## config.mk

```make
export PLATFORM = sky130hd
export DESIGN_NAME = if_fetch
export DESIGN_NICKNAME = d
export VERILOG_FILES = /design/src/rtl/if_fetch.sv
export SDC_FILE = /design/constraint.sdc
export NUM_CORES = 1
export LEC_CHECK = 0
export ABC_AREA = 1
export ABC_CLOCK_PERIOD_IN_PS = 3100
export BUFFER_PORTS_ARGS = -buffer_cell sky130_fd_sc_hd__buf_2
export CORE_ASPECT_RATIO = 1.2
export CORE_UTILIZATION = 40
export DETAILED_ROUTE_END_ITERATION = 16
export GPL_ROUTABILITY_DRIVEN = 0
export PLACE_DENSITY = 0.76
export SLEW_MARGIN = 25
export SYNTH_ARGS = -nofsm -noshare
export SYNTH_HDL_FRONTEND = slang
export SYNTH_SLANG_ARGS = --single-unit
```

## constraint.sdc

```tcl
create_clock -name clk -period 3.1 [get_ports clk]
set_input_delay 0.31 -clock clk [delete_from_list [all_inputs] [get_ports clk]]
set_output_delay 0.31 -clock clk [all_outputs]
set_load 0.01 [all_outputs]
```

## src/rtl/if_fetch.sv

```systemverilog
// Instruction-fetch stage: owns the fetch PC, drives a synchronous ROM and presents
// {pc_4, instruction, valid} to IF/ID. Optional syscall halt under `FETCH_HALT_EN.
module if_fetch #(
  parameter logic [11:0] RESET_PC = 12'h000
) (
  input  logic        clk,
  input  logic        rst_n,
  input  logic        go,
  input  logic        redirect,
  input  logic [11:0] redirect_pc,
  output logic        imem_en,
  output logic [11:0] imem_addr,
  input  logic [31:0] imem_rdata,
  output logic [11:0] pc_4,
  output logic [31:0] instruction,
  output logic        valid,
  output logic        halted
);

  // Handshake: the presented word is consumed on a rising edge where valid=1 and go=1;
  // while valid=1 and go=0 every output and imem_rdata are held.
  typedef enum logic [1:0] {
    BOOT = 2'd0,
    RUN  = 2'd1
`ifdef FETCH_HALT_EN
    , HALT = 2'd2
`endif
  } st_t;

  st_t         st, st_n;
  logic [11:0] fpc, fpc_n;
  logic [11:0] rpc, rpc_n;
  logic        rvalid, rvalid_n;
  logic        en_c;
  logic [11:0] addr_c;
  logic [11:0] next_pc;
  logic [11:0] target;
  logic        fire;

  assign next_pc     = fpc + 12'd4;
  assign target      = {redirect_pc[11:2], 2'b00};
  assign fire        = rvalid & go;
  assign pc_4        = rpc + 12'd4;
  assign instruction = rvalid ? imem_rdata : 32'h0;
  assign valid       = rvalid;

  // Gating keeps the memory quiet and the address defined while reset is asserted.
  assign imem_en   = en_c & rst_n;
  assign imem_addr = rst_n ? addr_c : fpc;

`ifdef FETCH_HALT_EN
  assign halted = (st == HALT);
`else
  assign halted = 1'b0;
`endif

  always_comb begin
    st_n     = st;
    fpc_n    = fpc;
    rpc_n    = rpc;
    rvalid_n = rvalid;
    en_c     = 1'b0;
    addr_c   = fpc;
    if (redirect) begin
      en_c     = 1'b1;
      addr_c   = target;
      rpc_n    = target;
      fpc_n    = target + 12'd4;
      rvalid_n = 1'b1;
      st_n     = RUN;
    end else begin
      case (st)
        BOOT: begin
          en_c     = 1'b1;
          rpc_n    = fpc;
          fpc_n    = next_pc;
          rvalid_n = 1'b1;
          st_n     = RUN;
        end
        RUN: begin
`ifdef FETCH_HALT_EN
          if (fire && (instruction == 32'h0000_000C)) begin
            rvalid_n = 1'b0;
            st_n     = HALT;
          end else
`endif
          if (fire || !rvalid) begin
            en_c     = 1'b1;
            rpc_n    = fpc;
            fpc_n    = next_pc;
            rvalid_n = 1'b1;
          end
        end
`ifdef FETCH_HALT_EN
        HALT: begin
          rvalid_n = 1'b0;
        end
`endif
        default: begin
          st_n     = BOOT;
          rvalid_n = 1'b0;
        end
      endcase
    end
  end

  always_ff @(posedge clk or negedge rst_n) begin
    if (!rst_n) begin
      st     <= BOOT;
      fpc    <= RESET_PC;
      rpc    <= 12'h000;
      rvalid <= 1'b0;
    end else begin
      st     <= st_n;
      fpc    <= fpc_n;
      rpc    <= rpc_n;
      rvalid <= rvalid_n;
    end
  end

endmodule

```

==> impl_metrics.sql <==
INSERT INTO impl_metrics (metric_group, metric, value, unit) VALUES
('die', 'dieArea', '0.00452', 'mm²'),
('min_path', 'worst_hold_class', 'in2async', ''),
('timing', 'totalNegativeSetupSlack', '0', 'ns'),
('timing', 'number_of_hold_violations_in_the_final_report', '0', ''),
('yosys', 'synth_seq_cells', '22', ''),
('power', 'leakagePower', '0.00151', 'µW'),
('die', 'die-width', '61.5', 'µm'),
('critical_path', 'critical_path.cell_chain', 'ha_1 > nand3_1 > nor3_1 > nand3_1 > xor2_1 > buf_2', ''),
('critical_path', 'rrSetupSlack', '1.68', 'ns'),
('yosys', 'post_synth_num_cell_types', '29', ''),
('grt', 'global_route_wire_length_before_repair', '6530', 'µm'),
('finish', 'multi_input_combinational_cell_area', '870', 'µm²'),
('status', 'result_of_the_run', 'finished, final reports clean', ''),
('clock_tree', 'postCtsSetupRepairBufs', '0', ''),
('clock_tree', 'tritoncts.num_buffers', '3', ''),
('placement', 'place.port_buffers', '99', ''),
('power', 'power_per_unit_of_standard_cell_area', '377', 'mW/mm²'),
('finish', 'area.sequential', '551', 'µm²'),
('power', 'net-switching-power', '297', 'µW'),
('yosys', 'mappedNetlistArea', '0.00170', 'mm²'),
('drt', 'post_drt_via_cell_ratio', '4.51', ''),
('grt', 'global_routing_met2_resource_utilization', '35.8', '%'),
('clock_tree', 'cts.hold.buffers_added', '0', ''),
('timing', 'layout_worst_path_cycle_share', '62.9', '%'),
('timing', 'timing.final.crit_period', '1.95', 'ns'),
('drt', 'routed-via-count', '1855', ''),
('grt', 'use_met1', '21.9', '%'),
('critical_path', 'worst-endpoint-arrival', '1.64', 'ns'),
('timing', 'worst_slack', '1.15', 'ns'),
('grt', 'grt.overflow.total', '0', ''),
('die', 'floorplan.initialDensity', '42.5', '%'),
('grt', 'number_of_antenna_violations_at_the_first_check_in_global_routing', '0', ''),
('power', 'peakVddDrop', '0.000151', 'V'),
('finish', 'drive_above_1_share', '33.3', '%'),
('grt', 'grt_max_degree', '34', ''),
('finish', 'syn2layout_area_growth', '33.2', '%'),
('timing', 'setup_viol_count_final', '0', ''),
('grt', 'grtUsageTotal', '18.8', '%'),
('placement', 'dpl.hpwl', '3340', 'µm'),
('die', 'top_level_ports', '107', ''),
('finish', 'fillerInstances', '409', ''),
('critical_path', 'crit_family', 'simple AND/OR/NAND/NOR gates', ''),
('clock_tree', 'clkSinkCount', '22', ''),
('drt', 'drc', '0', ''),
('yosys', 'synth_cells', '261', ''),
('job', 'drv_cap', '0', ''),
('drt', 'detailedRoute.firstIterationViolations', '61', ''),
('die', 'std_cell_rows', '25', ''),
('critical_path', 'worst_r2r_startpoint', 'valid', ''),
('timing', 'final-max-slew-violation-count', '0', ''),
('yosys', 'synth.yosys.seq_area_share', '32.4', '%'),
('finish', 'number_of_nets_at_the_end_of_the_flow', '408', ''),
('timing', 'fmax', '513', 'MHz'),
('yosys', 'yosys_warnings', '0', ''),
('critical_path', 'worstRegToRegCells', '7', ''),
('grt', 'global_route.peak_usage_layer', 'met2', ''),
('drt', 'routed_wire_length_per_instance', '10.2', 'µm'),
('critical_path', 'start_kind', 'flip-flop', ''),
('critical_path', 'worstPathMaxFanout', '3', ''),
('clock_tree', 'worst_skew_pair.late_latency', '0.25', 'ns'),
('die', 'core_area', '0.00400', 'mm²'),
('timing', 'rsz_0062_raised_after_global_routing', 'no', ''),
('grt', 'groute.layer.met3.usage', '1.76', '%'),
('die', 'die_height', '73.5', 'µm'),
('power', 'sequentialPowerShare', '40.7', '%'),
('power', 'internal_power', '558', 'µW'),
('critical_path', 'cpMaxStageDelayCell', 'sky130_fd_sc_hd__dfrtp_1', ''),
('critical_path', 'critical_path.reg2reg.endpoint', 'fpc[9]', ''),
('critical_path', 'end_kind', 'primary output', ''),
('critical_path', 'largest_incremental_delay_on_the_critical_path', '0.38', 'ns'),
('clock_tree', 'clock-root-buffer', 'sky130_fd_sc_hd__clkbuf_8', '');
-- routing by layer --
metal | routed length [µm] | vias to the layer above
li1 | - | 961
met5 | 0 | -
met2 | 2240 | 82
met4 | 27 | 0
met3 | 281 | 2
met1 | 1660 | 810
-- Yosys cell counts --
master,instances,area [µm²]
sky130_fd_sc_hd__nand2_2,5,31.3
sky130_fd_sc_hd__o21ai_2,1,8.76
sky130_fd_sc_hd__xor2_1,7,61.3
sky130_fd_sc_hd__o21ai_1,1,5.00
sky130_fd_sc_hd__inv_1,53,199
sky130_fd_sc_hd__conb_1,2,7.51
sky130_fd_sc_hd__o221ai_1,1,8.76
sky130_fd_sc_hd__o21a_1,1,7.51
sky130_fd_sc_hd__o21ai_0,18,90.1
sky130_fd_sc_hd__o21bai_1,3,22.5
sky130_fd_sc_hd__nand3_1,17,85.1
sky130_fd_sc_hd__nor2_1,13,48.8
sky130_fd_sc_hd__inv_2,2,7.51
sky130_fd_sc_hd__nor3_1,3,15.0
sky130_fd_sc_hd__ha_1,2,25.0
sky130_fd_sc_hd__a21oi_1,2,10.0
sky130_fd_sc_hd__nand2_1,83,312
sky130_fd_sc_hd__dfrtp_1,22,551
sky130_fd_sc_hd__nand2_4,2,22.5
sky130_fd_sc_hd__nand3_4,1,17.5
sky130_fd_sc_hd__o211ai_1,2,15.0
sky130_fd_sc_hd__clkbuf_1,6,22.5
sky130_fd_sc_hd__buf_4,8,60.1
sky130_fd_sc_hd__xnor2_1,1,8.76
sky130_fd_sc_hd__or2_0,1,6.26
sky130_fd_sc_hd__buf_6,1,11.3
sky130_fd_sc_hd__nor2_8,1,20.0
sky130_fd_sc_hd__a31oi_1,1,6.26
sky130_fd_sc_hd__nor3_4,1,16.3
-- through the flow --
step / hold slack (ns) / cells / area [µm²] / util [%]
2_1_floorplan: 0.0144 / 266 / 1720 / -
3_3_place_gp: 0.331 / 407 / 2210 / 55.3
3_5_place_dp: 0.337 / 407 / 2210 / 55.3
4_1_cts: 0.0554 / 411 / 2270 / 56.6
5_1_grt: 0.0741 / 411 / 2270 / 56.6
6_report: 0.0562 / 411 / 2270 / 56.6
-- worst min path at each step --
stage	end	cells past startpoint	from	slack, ns
floorplan	fpc[10]	0	rst_n	0.01
global placement	fpc[4]	2	rst_n	0.33
detailed placement	fpc[4]	2	rst_n	0.34
CTS	fpc[7]	2	rst_n	0.06
global route	fpc[7]	2	rst_n	0.07
finish	fpc[7]	2	rst_n	0.06
-- final cells by class --
type	count	area share, %
multi-input combinational	174	38.4
inverter	55	9.11
timing repair buffer	102	22.8
tap	54	2.98
sequential	22	24.3
clock buffer	4	2.43
-- cell usage in the layout, fill, tap and decap left out, drive strengths merged, types with 2 or more instances in the layout --
cell type,n
clkbuf,4
a21oi,2
inv,55
conb,7
o211ai,2
o21bai,3
o21ai,20
nand2,90
nor3,4
xor2,7
buf,102
dfrtp,22
nand3,18
ha,2
nor2,14
-- kinds of logic after synthesis --
logic type                 count (synthesis)  share of synthesized area, %
and+or+nand+nor                          127                          33.8
xor gates and xnor gates                   8                          4.12
DFF                                       22                          32.4
other                                      2                         0.441
buffers and inverters                     70                          17.6
AOI/OAI and AO/OA                         30                          10.2
adders and majority gates                  2                          1.47
-- sequential cells by signal, summed over array words and instances (netlist names) --
| signal | cells |
|---|---|
| fpc | 10 |
| rpc | 10 |
| st | 1 |
| valid | 1 |
-- worst reg2reg max path, cell delays in order (launching register included) --
cell and delay, ns:
sky130_fd_sc_hd__dfrtp_1 0.38, sky130_fd_sc_hd__nand3_1 0.08, sky130_fd_sc_hd__buf_4 0.25, sky130_fd_sc_hd__inv_2 0.20
sky130_fd_sc_hd__nor2_1 0.20, sky130_fd_sc_hd__nand3_1 0.11, sky130_fd_sc_hd__nand2_1 0.08, sky130_fd_sc_hd__inv_1 0.03
-- power groups by stage --
stage | Combinational, µW | Clock (µW) | Sequential [µW]
2_1_floorplan | 198 | 0 | 348
3_3_place_gp | 303 | 0 | 351
3_5_place_dp | 309 | 0 | 353
4_1_cts | 311 | 205 | 348
5_1_grt | 349 | 218 | 352
6_report | 307 | 200 | 348
Note: power is estimated with default switching activity, not from simulation.
